**src/rtl/icache_fill_ctrl_pkg.sv**
```systemverilog
`default_nettype none
// ============================================================================
// Module   : icache_fill_ctrl_pkg
// Brief    : Shared line/beat geometry and fill FSM state encodings.
// Revision : 1.0 - initial release
// ============================================================================
package icache_fill_ctrl_pkg;

    localparam int LINE_BITS = 128;
    localparam int BEAT_BITS = 32;
    localparam int BEATS     = 4;
    localparam int ADDR_BITS = 15;
    localparam int CNT_BITS  = 2;

    typedef enum logic [2:0] {
        IDLE  = 3'd0,
        REQ   = 3'd1,
        DATA  = 3'd2,
        DRAIN = 3'd3,
        DONE  = 3'd4
    } fill_state_e;

endpackage
`default_nettype wire

```
**src/rtl/icache_fill_ctrl_if.sv**
```systemverilog
`default_nettype none
// ============================================================================
// Module   : icache_fill_ctrl_if
// Brief    : Miss request, memory bus and line fill signals of the controller.
// Revision : 1.0 - initial release
// ============================================================================
interface icache_fill_ctrl_if;
    import icache_fill_ctrl_pkg::*;

    logic                 miss_req;
    logic [ADDR_BITS-1:0] miss_addr;
    logic                 flush;
    logic                 bus_req;
    logic [ADDR_BITS-1:0] bus_addr;
    logic                 bus_gnt;
    logic [BEAT_BITS-1:0] bus_rdata;
    logic                 bus_rvalid;
    logic                 fill_valid;
    logic [ADDR_BITS-1:0] fill_addr;
    logic [LINE_BITS-1:0] fill_data;
    logic                 busy;
    logic                 fill_error;

    modport master (
        input  miss_req, miss_addr, flush, bus_gnt, bus_rdata, bus_rvalid,
        output bus_req, bus_addr, fill_valid, fill_addr, fill_data, busy, fill_error
    );

    modport slave (
        output miss_req, miss_addr, flush, bus_gnt, bus_rdata, bus_rvalid,
        input  bus_req, bus_addr, fill_valid, fill_addr, fill_data, busy, fill_error
    );

endinterface
`default_nettype wire

```
**src/rtl/icache_fill_ctrl_line_buf.sv**
```systemverilog
`default_nettype none
// ============================================================================
// Module   : fill_line_buf
// Brief    : Line assembly registers, one beat-wide register per beat slot.
// Revision : 1.0 - initial release
// ============================================================================
module fill_line_buf
    import icache_fill_ctrl_pkg::*;
#(
    parameter int N_BEATS  = BEATS,
    parameter int W_BEAT   = BEAT_BITS,
    parameter int IDX_BITS = $clog2(N_BEATS)
) (
    input  wire logic                        CLK,
    input  wire logic                        reset,
    input  wire logic                        we,
    input  wire logic [IDX_BITS-1:0]         idx,
    input  wire logic [W_BEAT-1:0]           wdata,
    output logic      [N_BEATS*W_BEAT-1:0]   line
);

    for (genvar gi = 0; gi < N_BEATS; gi++) begin : g_beat
        logic [W_BEAT-1:0] r_beat;

        always_ff @(posedge CLK or negedge reset) begin
            if (!reset) begin
                r_beat <= '0;
            end else if (we && (idx == IDX_BITS'(gi))) begin
                r_beat <= wdata;
            end
        end

        assign line[gi*W_BEAT +: W_BEAT] = r_beat;
    end

endmodule
`default_nettype wire

```
**src/rtl/icache_fill_ctrl.sv**
```systemverilog
`default_nettype none
// ============================================================================
// Module   : icache_fill_ctrl
// Brief    : Instruction-cache line fill controller (4-beat bus burst).
//            ICACHE_FILL_TIMEOUT_EN adds a fill watchdog raising fill_error.
// Revision : 1.0 - initial release
// ============================================================================
module icache_fill_ctrl
    import icache_fill_ctrl_pkg::*;
#(
    parameter int TIMEOUT_CYC = 255
) (
    input  wire logic           CLK,
    input  wire logic           reset,
    icache_fill_ctrl_if.master  ctl
);

    fill_state_e          r_state;
    fill_state_e          w_state_nxt;
    logic [CNT_BITS-1:0]  r_beat_cnt;
    logic [ADDR_BITS-1:0] r_req_addr;
    logic [ADDR_BITS-1:0] r_fill_addr;
    logic [LINE_BITS-1:0] w_line;
    logic                 w_beat_acc;
    logic                 w_beat_wr;
    logic                 w_last_beat;
    logic                 w_timeout;
    logic [3:0]           w_unused_offset;

    assign w_unused_offset = ctl.miss_addr[3:0];

    // Beats count in DATA and DRAIN, but only DATA beats land in the line.
    assign w_beat_acc  = ctl.bus_rvalid && ((r_state == DATA) || (r_state == DRAIN));
    assign w_beat_wr   = ctl.bus_rvalid && (r_state == DATA);
    assign w_last_beat = w_beat_acc && (r_beat_cnt == CNT_BITS'(BEATS - 1));

`ifdef ICACHE_FILL_TIMEOUT_EN
    logic [7:0] r_wdog;

    always_ff @(posedge CLK or negedge reset) begin
        if (!reset) begin
            r_wdog <= '0;
        end else if ((r_state == IDLE) || w_beat_acc) begin
            r_wdog <= '0;
        end else if (r_state != DONE) begin
            r_wdog <= r_wdog + 8'd1;
        end
    end

    assign w_timeout = ((r_state == REQ) || (r_state == DATA) || (r_state == DRAIN))
                       && (r_wdog == 8'(TIMEOUT_CYC));
`else
    logic w_unused_tmo;

    assign w_timeout    = 1'b0;
    assign w_unused_tmo = ^TIMEOUT_CYC;
`endif

    always_ff @(posedge CLK or negedge reset) begin
        if (!reset) begin
            r_state <= IDLE;
        end else begin
            r_state <= w_state_nxt;
        end
    end

    always_comb begin
        w_state_nxt    = r_state;
        ctl.bus_req    = 1'b0;
        ctl.fill_valid = 1'b0;
        ctl.busy       = (r_state != IDLE);
        ctl.fill_error = w_timeout;
        case (r_state)
            IDLE: begin
                if (ctl.miss_req && !ctl.flush) w_state_nxt = REQ;
            end
            REQ: begin
                ctl.bus_req = 1'b1;
                if (ctl.flush)        w_state_nxt = IDLE;
                else if (ctl.bus_gnt) w_state_nxt = DATA;
            end
            DATA: begin
                if (w_last_beat)    w_state_nxt = ctl.flush ? IDLE : DONE;
                else if (ctl.flush) w_state_nxt = DRAIN;
            end
            DRAIN: begin
                if (w_last_beat) w_state_nxt = IDLE;
            end
            DONE: begin
                ctl.fill_valid = !ctl.flush;
                w_state_nxt    = IDLE;
            end
            default: w_state_nxt = IDLE;
        endcase
        if (w_timeout) w_state_nxt = IDLE;
    end

    // fill_addr moves only on a new fill's first beat, in step with fill_data.
    always_ff @(posedge CLK or negedge reset) begin
        if (!reset) begin
            r_beat_cnt  <= '0;
            r_req_addr  <= '0;
            r_fill_addr <= '0;
        end else begin
            if ((r_state == IDLE) && (w_state_nxt == REQ)) begin
                r_req_addr <= {ctl.miss_addr[ADDR_BITS-1:4], 4'h0};
            end
            if (r_state == REQ) begin
                r_beat_cnt <= '0;
            end else if (w_beat_acc) begin
                r_beat_cnt <= r_beat_cnt + CNT_BITS'(1);
            end
            if (w_beat_wr && (r_beat_cnt == '0)) begin
                r_fill_addr <= r_req_addr;
            end
        end
    end

    fill_line_buf #(
        .N_BEATS (BEATS),
        .W_BEAT  (BEAT_BITS)
    ) u_line_buf (
        .CLK   (CLK),
        .reset (reset),
        .we    (w_beat_wr),
        .idx   (r_beat_cnt),
        .wdata (ctl.bus_rdata),
        .line  (w_line)
    );

    assign ctl.bus_addr  = r_req_addr;
    assign ctl.fill_addr = r_fill_addr;
    assign ctl.fill_data = w_line;

endmodule
`default_nettype wire
```
**src/flat_wrapper.sv**
```systemverilog
// flat-port wrapper written by rule: the top's interface ports become plain ports
module icache_fill_ctrl_flat import icache_fill_ctrl_pkg::*;
#(
    parameter int TIMEOUT_CYC = 255
)
  (CLK, reset, ctl_miss_req, ctl_miss_addr, ctl_flush, ctl_bus_gnt, ctl_bus_rdata, ctl_bus_rvalid, ctl_bus_req, ctl_bus_addr, ctl_fill_valid, ctl_fill_addr, ctl_fill_data, ctl_busy, ctl_fill_error);
  icache_fill_ctrl_if ctl_i ();
  input  wire logic CLK;
  input  wire logic reset;
  input wire logic [$bits(ctl_i.miss_req)-1:0] ctl_miss_req;
  input wire logic [$bits(ctl_i.miss_addr)-1:0] ctl_miss_addr;
  input wire logic [$bits(ctl_i.flush)-1:0] ctl_flush;
  input wire logic [$bits(ctl_i.bus_gnt)-1:0] ctl_bus_gnt;
  input wire logic [$bits(ctl_i.bus_rdata)-1:0] ctl_bus_rdata;
  input wire logic [$bits(ctl_i.bus_rvalid)-1:0] ctl_bus_rvalid;
  output wire logic [$bits(ctl_i.bus_req)-1:0] ctl_bus_req;
  output wire logic [$bits(ctl_i.bus_addr)-1:0] ctl_bus_addr;
  output wire logic [$bits(ctl_i.fill_valid)-1:0] ctl_fill_valid;
  output wire logic [$bits(ctl_i.fill_addr)-1:0] ctl_fill_addr;
  output wire logic [$bits(ctl_i.fill_data)-1:0] ctl_fill_data;
  output wire logic [$bits(ctl_i.busy)-1:0] ctl_busy;
  output wire logic [$bits(ctl_i.fill_error)-1:0] ctl_fill_error;
  assign ctl_i.miss_req = ctl_miss_req;
  assign ctl_i.miss_addr = ctl_miss_addr;
  assign ctl_i.flush = ctl_flush;
  assign ctl_i.bus_gnt = ctl_bus_gnt;
  assign ctl_i.bus_rdata = ctl_bus_rdata;
  assign ctl_i.bus_rvalid = ctl_bus_rvalid;
  assign ctl_bus_req = ctl_i.bus_req;
  assign ctl_bus_addr = ctl_i.bus_addr;
  assign ctl_fill_valid = ctl_i.fill_valid;
  assign ctl_fill_addr = ctl_i.fill_addr;
  assign ctl_fill_data = ctl_i.fill_data;
  assign ctl_busy = ctl_i.busy;
  assign ctl_fill_error = ctl_i.fill_error;
  icache_fill_ctrl #(.TIMEOUT_CYC(TIMEOUT_CYC)) u_core (.CLK(CLK), .reset(reset), .ctl(ctl_i));
endmodule
```
**config.mk**
```make
export PLATFORM = sky130hd
export DESIGN_NAME = icache_fill_ctrl_flat
export DESIGN_NICKNAME = d
export VERILOG_FILES = /design/src/rtl/icache_fill_ctrl_pkg.sv /design/src/rtl/icache_fill_ctrl_if.sv /design/src/rtl/icache_fill_ctrl_line_buf.sv /design/src/rtl/icache_fill_ctrl.sv /design/src/flat_wrapper.sv
export SDC_FILE = /design/constraint.sdc
export NUM_CORES = 1
export LEC_CHECK = 0
export CAP_MARGIN = 25
export CELL_PAD_IN_SITES_DETAIL_PLACEMENT = 1
export CELL_PAD_IN_SITES_GLOBAL_PLACEMENT = 1
export CORE_MARGIN = 1
export CORE_UTILIZATION = 25
export CTS_CLUSTER_DIAMETER = 30
export CTS_CLUSTER_SIZE = 12
export DETAILED_ROUTE_END_ITERATION = 8
export PLACE_DENSITY_LB_ADDON = 0.1
export SYNTH_ARGS = -nofsm -noshare
export SYNTH_HDL_FRONTEND = slang
export SYNTH_SLANG_ARGS = --single-unit
```
**constraint.sdc**
```tcl
create_clock -name CLK -period 2.1 [get_ports CLK]
set_input_delay 0.42 -clock CLK [delete_from_list [all_inputs] [get_ports CLK]]
set_output_delay 0.42 -clock CLK [all_outputs]
set_load 0.02 [all_outputs]
```
==> results.json <==
{
  "status": "finished, final reports clean",
  "grt_pass1_wl_um": 25500,
  "yosys.area_share.adder": 0.00837,
  "p_int_mw": 10.2,
  "swShare": 0.342,
  "synth_compound_area_frac": 0.00795,
  "r2r_setup_slack_ns": 0.41,
  "regArea_um2": 3880,
  "firstDrtPassIters": 4,
  "antenna_found_initial": 0,
  "dpl.hpwl_um": 11100,
  "die_w_um": 157,
  "worst-path-max-fanout": 7,
  "p_per_area_nw_per_um2": 1690,
  "placed_area_um2": 8510,
  "layout_common_cells": "197 x clkdlybuf4s50_1, 155 x dfrtp_1, 150 x mux2_2, 17 x clkbuf_16, 11 x buf_12",
  "nets": 641,
  "hold_viol": 0,
  "arrival_ns": 1.58,
  "final_cells": 916,
  "syn_inst": 361,
  "synth_area_um2": 5980,
  "ys_warn_count": 0,
  "power_switching_mw": 5.29,
  "r2r-start": "u_core.r_state[1]",
  "cp_slowest_cell": "dfrtp_1",
  "synth_xor_area_frac": 0,
  "grt_util_met1": 0.178,
  "startpoint_type": "register",
  "ctsHtreeMaxLevel": 4,
  "hp-class": "input pin to asynchronous set/reset pin",
  "yosysSeqAreaShare": 0.649,
  "via_count": 3817,
  "setup_viol": 0,
  "clock-root-buffer": "clkbuf_16",
  "gp_congestion": 0.715,
  "synth.area.mux_share": 0.284,
  "cap_violations": 0,
  "num_antenna_cells": 0,
  "crit_type": "register to output pin",
  "max_freq_mhz": 500,
  "die_height_um": 157,
  "yosys.area.top_type_share": 0.649,
  "grt_remaining_overflow": 0,
  "cts-buffers-inserted": 17,
  "critPathCaptureType": "output pin",
  "drt_wl_total_um": 15900,
  "ys_ff_latch": 155,
  "reg2regPathDepth": 5,
  "syn_to_final_growth_pct": 53.2,
  "ant_nets": 0,
  "syn_area_per_cell_um2": 16.6,
  "synth.distinct_cells": 25,
  "clk_pin_slew_ns": 0.07,
  "initialDrtViolationCount": 81,
  "rows": 56,
  "synth_top_area_cell": "dfrtp_1",
  "io_buffers": 201,
  "seqPwrFrac": 0.335,
  "ioPinCount": 215,
  "use_met2": 0.222,
  "p_comb_frac": 0.450,
  "cts_tree": "built",
  "core_area_um2": 23500,
  "ys_top_cells_by_area": "dfrtp_1 65%, mux2_2 28%, buf_4 1.3%",
  "dp.cells": 883,
  "required_ns": 1.68,
  "crit_chain": "nor3_2 -> and2_1 -> dlygate4sd2_1",
  "grt_usage": 0.141,
  "p_leak_nw": 4.01,
  "clkLatencyLatePin_ns": 0.43,
  "drc_errors": 0,
  "top_usage_layer": "met2",
  "r2r-end": "u_core.u_line_buf.g_beat[0].r_beat[4]",
  "grt_max_degree": 44,
  "start_util": 0.255,
  "cp-startpoint": "u_core.r_state[0]",
  "layout-drive-gt1-share": 0.342,
  "grt_pass1_vias": 4283,
  "dieArea_um2": 24500,
  "rsz0062_at_grt": "no",
  "postLayoutCellArea_um2": 9160,
  "routed_via_density": 4.17,
  "fin_skew_ns": 0.0126,
  "period_minus_slack_ns": 2.00,
  "routedWlPerCell_um": 17.4,
  "cts_sinks": 155,
  "max-vdd-ir-drop_v": 0.000564,
  "slew_violations": 0,
  "use_met3": 0.0429,
  "slowest_delay_ns": 0.46,
  "clockPowerShare": 0.215,
  "layout_commonest_cell": "clkdlybuf4s50_1",
  "fin_crit_sh": 0.953,
  "synthSimpleGateAreaFrac": 0.0167,
  "final.fill_count": 2383,
  "cts_buffer_depth": 2,
  "multi_input_area_um2": 1940,
  "synth_top_family_by_area": "multiplexers"
}
per-layer routing:
metal,up-vias,wire (um)
met4,0,259
met1,1974,7060
li1,1702,-
met3,19,971
met5,-,0
met2,122,7640
critical path: cells and delay by family, from the launching register on:
| kind | cells | cell delay (ns) |
|---|---|---|
| buffers and inverters | 1 | 0.33 |
| flip-flops | 1 | 0.46 |
| AND/OR/NAND/NOR | 2 | 0.37 |
state kept, by name, summed over array words and instances, names as in the netlist:
register / cells
u_core.ctl.bus_addr: 11
u_core.u_line_buf.g_beat.r_beat: 128
u_core.r_beat_cnt: 2
u_core.ctl.fill_addr: 11
u_core.r_state: 3
power by group through the flow:
stage / sequential (mW) / combinational (mW) / clock [mW]
2_1_floorplan: 6.83 / 1.78 / 0
3_3_place_gp: 5.16 / 7.00 / 0
3_5_place_dp: 5.25 / 7.08 / 0
4_1_cts: 5.21 / 7.09 / 3.44
5_1_grt: 5.40 / 7.38 / 3.58
6_report: 5.18 / 6.97 / 3.32
synthesized netlist by cell type (all sizes together):
master / instances
a22o: 2
a32o: 1
and2: 1
and4bb: 1
buf: 24
conb: 1
dfrtp: 155
ha: 4
inv: 4
mux2: 150
mux2i: 1
nand2: 5
nand2b: 2
nand3: 2
nor2: 1
nor3: 1
nor3b: 1
nor4b: 1
o2111ai: 1
o21ai: 1
o22ai: 1
or3: 1
per-stage QoR:
step | hold slack (ns) | utilization | setup slack [ns] | total power, mW | TNS (ns)
final | 0.495 | 0.390 | 0.0995 | 15.5 | 0
after CTS | 0.493 | 0.390 | 0.0742 | 15.7 | 0
after floorplan | 0.124 | - | 0.603 | 8.61 | 0
after global placement | 0.383 | 0.363 | -0.116 | 12.2 | -0.116
after detailed placement | 0.384 | 0.363 | -0.175 | 12.3 | -0.175
after global routing | 0.519 | 0.390 | 0.0152 | 16.4 | 0
cell type report:
class,count,share of cell area
Timing Repair Buffer,220,0.250
Clock buffer,21,0.0492
Clock inverter,11,0.0199
Sequential cell,155,0.423
Multi-Input combinational cell,186,0.212
Inverter,4,0.00164
Tap cell,319,0.0436
kinds of logic (layout without fill, tap and decap cells):
| kind of cell | Yosys count | in the layout |
|---|---|---|
| AO/OA/AOI/OAI | 6 | 6 |
| adder cells (fa/ha/maj) | 4 | 4 |
| buffers and inverters | 28 | 256 |
| flip-flops | 155 | 155 |
| multiplexers | 151 | 151 |
| other | 1 | 9 |
| AND/OR/NAND/NOR | 16 | 16 |
how the worst max path moves through the flow:
stage               cells after the start                        to  slack, ns
finish                                  3            ctl_fill_valid        0.1
floorplan                               5  u_core.ctl.fill_addr[10]       0.60
global placement                        4            ctl_fill_valid      -0.12
global route                            3            ctl_fill_valid       0.02
CTS                                     3            ctl_fill_valid       0.07
detailed placement                      4            ctl_fill_valid      -0.18
timing repair:
action                                  4_1_cts  5_1_grt
hold buffers                                  1        0
hold endpoints to repair                     39        0
endpoints found under the setup margin        3        0
setup buffers                                 0        0
gates resized for setup                       4        0
Note: power is estimated with default switching activity, not from simulation.
